## src/rtl/mccoy_sequencer_if.sv

```systemverilog
// Program-load channel of the McCoy sequencer: valid/ready handshake carrying one 6-bit instruction word.
// The host side uses the master modport; the sequencer uses the slave modport.
interface mccoy_sequencer_if;
    logic       load_valid;
    logic [5:0] load_data;
    logic       load_ready;

    modport master (output load_valid, output load_data, input load_ready);
    modport slave  (input load_valid, input load_data, output load_ready);
endinterface

```

## src/rtl/mccoy_sequencer.sv

```systemverilog
// Program sequencer for the McCoy 6-bit accumulator core: buffers a program, pulses core reset, then streams it.
// Optional macro STEP_EN adds a 'step' input that gates word issue in RUN.
//
// state | meaning
// IDLE  | program loadable, waiting for start
// CRST  | one cycle; core_rst asserts on the following cycle
// RUN   | issuing mem[pc] each (step) cycle until pc reaches len
// DONE  | program finished, loads append, start re-runs
module mccoy_sequencer #(
    parameter int         DEPTH     = 16,
    parameter int         AW        = 4,
    parameter logic [5:0] NOP_INSTR = 6'b000000
) (
    input  logic                clk,
    input  logic                reset_n,
    mccoy_sequencer_if.slave    ld,
    input  logic                clear,
    input  logic                start,
    input  logic                stop,
`ifdef STEP_EN
    input  logic                step,
`endif
    output logic [5:0]          instr_out,
    output logic                core_rst,
    output logic                busy,
    output logic                done,
    output logic [AW:0]         pc
);

    typedef enum logic [1:0] {IDLE, CRST, RUN, DONE} state_t;

    localparam logic [AW:0] FULL = (AW+1)'(DEPTH);
    localparam logic [AW:0] ONE  = (AW+1)'(1);

    state_t      state, state_nxt;
    logic [5:0]  mem [DEPTH];
    logic [AW:0] len, len_nxt, pc_nxt;
    logic [5:0]  instr_nxt;
    logic        rdy_en, load_ok, xfer, issue_ok;

`ifdef STEP_EN
    assign issue_ok = step;
`else
    assign issue_ok = 1'b1;
`endif

    // rdy_en keeps load_ready low until the first edge after reset release
    assign load_ok       = rdy_en && ((state == IDLE) || (state == DONE)) && (len < FULL);
    assign ld.load_ready = load_ok;
    assign xfer          = ld.load_valid && load_ok;
    assign busy          = (state == CRST) || (state == RUN);
    assign done          = (state == DONE);

    always_comb begin
        state_nxt = state;
        len_nxt   = len;
        pc_nxt    = pc;
        instr_nxt = NOP_INSTR;
        case (state)
            IDLE, DONE: begin
                if (xfer)
                    len_nxt = len + ONE;
                if (clear) begin
                    len_nxt   = '0;
                    state_nxt = IDLE;
                end else if (start && (len_nxt != '0)) begin
                    state_nxt = CRST;
                    pc_nxt    = '0;
                end
            end
            CRST: state_nxt = stop ? IDLE : RUN;
            RUN: begin
                if (stop) begin
                    state_nxt = IDLE;
                end else if (pc == len) begin
                    state_nxt = DONE;
                end else if (issue_ok) begin
                    instr_nxt = mem[pc[AW-1:0]];
                    pc_nxt    = pc + ONE;
                end
            end
            default: state_nxt = IDLE;
        endcase
    end

    always_ff @(posedge clk or negedge reset_n) begin
        if (!reset_n) begin
            state     <= IDLE;
            len       <= '0;
            pc        <= '0;
            instr_out <= NOP_INSTR;
            core_rst  <= 1'b0;
            rdy_en    <= 1'b0;
        end else begin
            state     <= state_nxt;
            len       <= len_nxt;
            pc        <= pc_nxt;
            instr_out <= instr_nxt;
            // registered one cycle behind CRST so the pin sees a clean single-cycle pulse
            core_rst  <= (state == CRST) && !stop;
            rdy_en    <= 1'b1;
        end
    end

    always_ff @(posedge clk) begin
        if (xfer)
            mem[len[AW-1:0]] <= ld.load_data;
    end

endmodule

```

## src/flat_wrapper.sv

```systemverilog
// flat-port wrapper written by rule: the top's interface ports become plain ports
module mccoy_sequencer_flat 
#(
    parameter int         DEPTH     = 16,
    parameter int         AW        = 4,
    parameter logic [5:0] NOP_INSTR = 6'b000000
)
  (clk, reset_n, clear, start, stop, instr_out, core_rst, busy, done, pc, ld_load_valid, ld_load_data, ld_load_ready);
  mccoy_sequencer_if ld_i ();
  input  logic clk;
  input  logic reset_n;
  input  logic clear;
  input  logic start;
  input  logic stop;
  output logic [5:0] instr_out;
  output logic core_rst;
  output logic busy;
  output logic done;
  output logic [AW:0] pc;
  input wire logic [$bits(ld_i.load_valid)-1:0] ld_load_valid;
  input wire logic [$bits(ld_i.load_data)-1:0] ld_load_data;
  output wire logic [$bits(ld_i.load_ready)-1:0] ld_load_ready;
  assign ld_i.load_valid = ld_load_valid;
  assign ld_i.load_data = ld_load_data;
  assign ld_load_ready = ld_i.load_ready;
  mccoy_sequencer #(.DEPTH(DEPTH), .AW(AW), .NOP_INSTR(NOP_INSTR)) u_core (.clk(clk), .reset_n(reset_n), .ld(ld_i), .clear(clear), .start(start), .stop(stop), .instr_out(instr_out), .core_rst(core_rst), .busy(busy), .done(done), .pc(pc));
endmodule
```

## config.mk

```make
export PLATFORM = sky130hd
export DESIGN_NAME = mccoy_sequencer_flat
export DESIGN_NICKNAME = d
export VERILOG_FILES = /design/src/rtl/mccoy_sequencer_if.sv /design/src/rtl/mccoy_sequencer.sv /design/src/flat_wrapper.sv
export SDC_FILE = /design/constraint.sdc
export NUM_CORES = 1
export LEC_CHECK = 0
export CORE_AREA = 2 2 129 93
export DETAILED_ROUTE_END_ITERATION = 8
export DIE_AREA = 0 0 131 95
export HOLD_SLACK_MARGIN = 0.05
export PLACE_DENSITY = 0.63
export SYNTH_ARGS = -nofsm -noshare
export SYNTH_HDL_FRONTEND = slang
export SYNTH_SLANG_ARGS = --single-unit
```

## constraint.sdc

```tcl
create_clock -name clk -period 6.4 [get_ports clk]
set_input_delay 1.6 -clock clk [delete_from_list [all_inputs] [get_ports clk]]
set_output_delay 1.6 -clock clk [all_outputs]
set_load 0.02 [all_outputs]
```

==> reports/results.ini <==
[finish]
area_delta_synth_final_pct = 21.1
multi_input_area_um2 = 1430
fillers = 899
nets = 334
n_antenna_cell = 0
design_area_um2 = 5970
final_common_cell = edfxtp_1
final_cell_mix = 96 x edfxtp_1, 30 x mux4_2, 26 x clkdlybuf4s50_1
drive_gt1_share_pct = 22.0
ff_latch_area_um2 = 3380

[critical_path]
reg2reg_slack_ns = 3.45
ff2ff_path_depth = 5
cp_data_required_time_ns = 4.80
endpoint_kind = output pin
startpoint_type = register
r2r-end = u_core.mem[3][4]
worstPathArrival_ns = 2.36
rr_startpoint = u_core.state[0]
crit_path_max_fanout = 19
critPathKind = reg -> out

[route]
viasPerCell = 5.32
vias = 2577
drc_errors = 0
ant_nets = 0
drt_first_pass_iters = 5
wl_um = 10100
first_iter_violations = 354
detail_route.wl_per_cell_um = 20.9

[die]
die_w_um = 131
rows = 33
die_area_um2 = 12400
pin_count = 27
core_area_um2 = 11400
start_util_pct = 43.4
die_h_um = 95

[flow_run]
cap_viol_max_count = 0

[clocking]
clk-insertion-delay-late_ns = 0.41
clkTransAtPathRegs_ns = 0.05
post_cts_buffers = 0
numCtsBuffers = 17
cts_tree = done
cts.sinks = 116
root_buffer = clkbuf_16
clockBufferDepth = 2
ctsHoldBuffers = 0
htree_levels = 4
ctsResizeCount = 0

[power]
internal_power_w = 0.00179
clkPwrFrac_pct = 42.4
seqPwrFrac_pct = 36.6
power_frac_comb_pct = 20.9
power_density_nw_per_um2 = 407
vdd_drop_max_mv = 0.202
power.leakage_nw = 2.04
swShare_pct = 26.3
switchingPower_w = 0.000639

[grt]
grt-ovfl-total = 0
grt_max_degree = 32
grt_pass1_vias = 2460
track_usage_pct = 18.0
grt_pass1_wl_um = 15300
antenna_found_initial = 0

[place]
hpwl_um = 6380
io_buffers = 26
routabilityCongestion = 0.790
place_ws_ns = 2.52
placed_area_um2 = 5320

[logic_synthesis]
synth_cell_types = 47
synth_top_flop_cell = edfxtp_1
synth-simple-area-share_pct = 7.16
synth_xor_area_share_pct = 0.888
ys_warn_count = 0
synth-adder-area-share_pct = 2.03
synth-compound-area-share_pct = 4.87
synthMuxAreaShare_pct = 13.9
ys_seq_elements = 116
async_flop_share_pct = 17.2
synth_top_family_by_area = multiplexers
synth_edf_count = 96
synth.avg_cell_area_um2 = 17.5
synth_nets = 301
syn_area_um2 = 4930
yosysSeqAreaShare_pct = 68.6
synthCells = 281

[sta]
setup_tns_ns = 0
setup_viol = 0
timing.final.hold_violations = 0
fin_crit_ns = 3.96
finClkSkew_ns = 0.0126
finalCritPeriodShare_pct = 61.9
tightest_slew_ns = 1.05
setup_slack_ns = 2.44
drv_slew = 0
slew_headroom_pct = 29.5
grt_setup_unrepaired = false
fmax_mhz = 253

[hold_path]
hold-path-endpoint = u_core.state[1]
hold_path_depth = 1
hold_start = u_core.state[1]
hp-class = reg -> reg

[status]
outcome = complete, no violations

## kinds of logic (layout without fill, tap and decap cells)
kind of cell,Yosys count,count (layout)
compound gates,33,33
xor+xnor,5,5
fa+ha+maj,8,8
buf+inv,22,68
flops,116,116
mux,31,31
other cells,1,1
simple gates,65,65
## metal layers
| metal | GRT usage [%] | wire length (um) |
|---|---|---|
| met4 | 5.85 | 19 |
| met2 | 23.7 | 4440 |
| met3 | 5.78 | 582 |
| met1 | 28.0 | 5070 |
| met5 | 0 | 0 |
## cell type report
cell class / count / share of cell area (%)
multi-input combinational: 143 / 24.0
clock buffer: 19 / 7.42
inverter: 7 / 0.440
tap: 157 / 3.29
clock inverter: 13 / 3.44
sequential: 116 / 56.7
timing repair buffer: 29 / 4.74
## flip-flops by register name (all words and copies together), names as in the netlist
name and cells:
u_core.core_rst 1, u_core.instr_out 6, u_core.len 5, u_core.mem 96
u_core.pc 5, u_core.rdy_en 1, u_core.state 2
## per-stage QoR
stage / total power (W) / utilization [%] / std cells / hold WS, ns
after CTS: 0.00245 / 52.6 / 484 / 0.563
after global placement: 0.00141 / 46.9 / 452 / 0.541
after global routing: 0.00253 / 52.6 / 484 / 0.596
after detailed placement: 0.00142 / 46.9 / 452 / 0.551
final: 0.00243 / 52.6 / 484 / 0.560
after floorplan: 0.00128 / - / 281 / 0.516
## worst max-delay path: stages (launching register included)
cell and delay [ns]:
dfrtp_1 0.42, inv_1 0.06, ha_1 0.63, inv_1 0.25, clkdlybuf4s50_1 0.60
## synth_stat cells, types with 2 or more instances
cell,number,share of area [%]
dfrtp_1,20,10
a22o_1,2,0.36
a21oi_1,5,0.51
xnor2_1,3,0.53
xor2_1,2,0.36
nand3_1,2,0.20
o21ai_0,7,0.71
and3_1,4,0.51
nor2_1,17,1.3
clkbuf_1,5,0.38
buf_6,4,0.91
nor3_1,4,0.41
a211oi_1,3,0.46
nor2b_1,8,1.0
nand2_1,14,1.1
or2_2,2,0.25
edfxtp_1,96,58
ha_1,8,2.0
or3_1,4,0.51
nand2b_1,3,0.38
o31ai_1,2,0.30
a211o_1,3,0.53
inv_1,7,0.53
mux4_2,30,14
buf_2,4,0.41
## how the worst max path moves through the flow
| stage | startpoint | endpoint | slack (ns) | depth (start not counted) |
|---|---|---|---|---|
| floorplan | u_core.state[0] | ld_load_ready | 3.36 | 6 |
| global placement | ld_load_valid | u_core.mem[3][3] | 2.54 | 4 |
| detailed placement | ld_load_valid | u_core.mem[3][1] | 2.52 | 4 |
| CTS | u_core.state[0] | busy | 2.42 | 4 |
| global route | u_core.state[0] | busy | 2.30 | 4 |
| finish | u_core.state[0] | busy | 2.44 | 4 |
## power groups by stage
stage | clock [W] | combinational, W | sequential, W
after floorplan | 0 | 0.000377 | 0.000904
after global placement | 0 | 0.000507 | 0.000905
after detailed placement | 0 | 0.000510 | 0.000905
after CTS | 0.00105 | 0.000515 | 0.000890
after global routing | 0.00108 | 0.000554 | 0.000895
final | 0.00103 | 0.000509 | 0.000890
(Power assumes the default switching activity.)
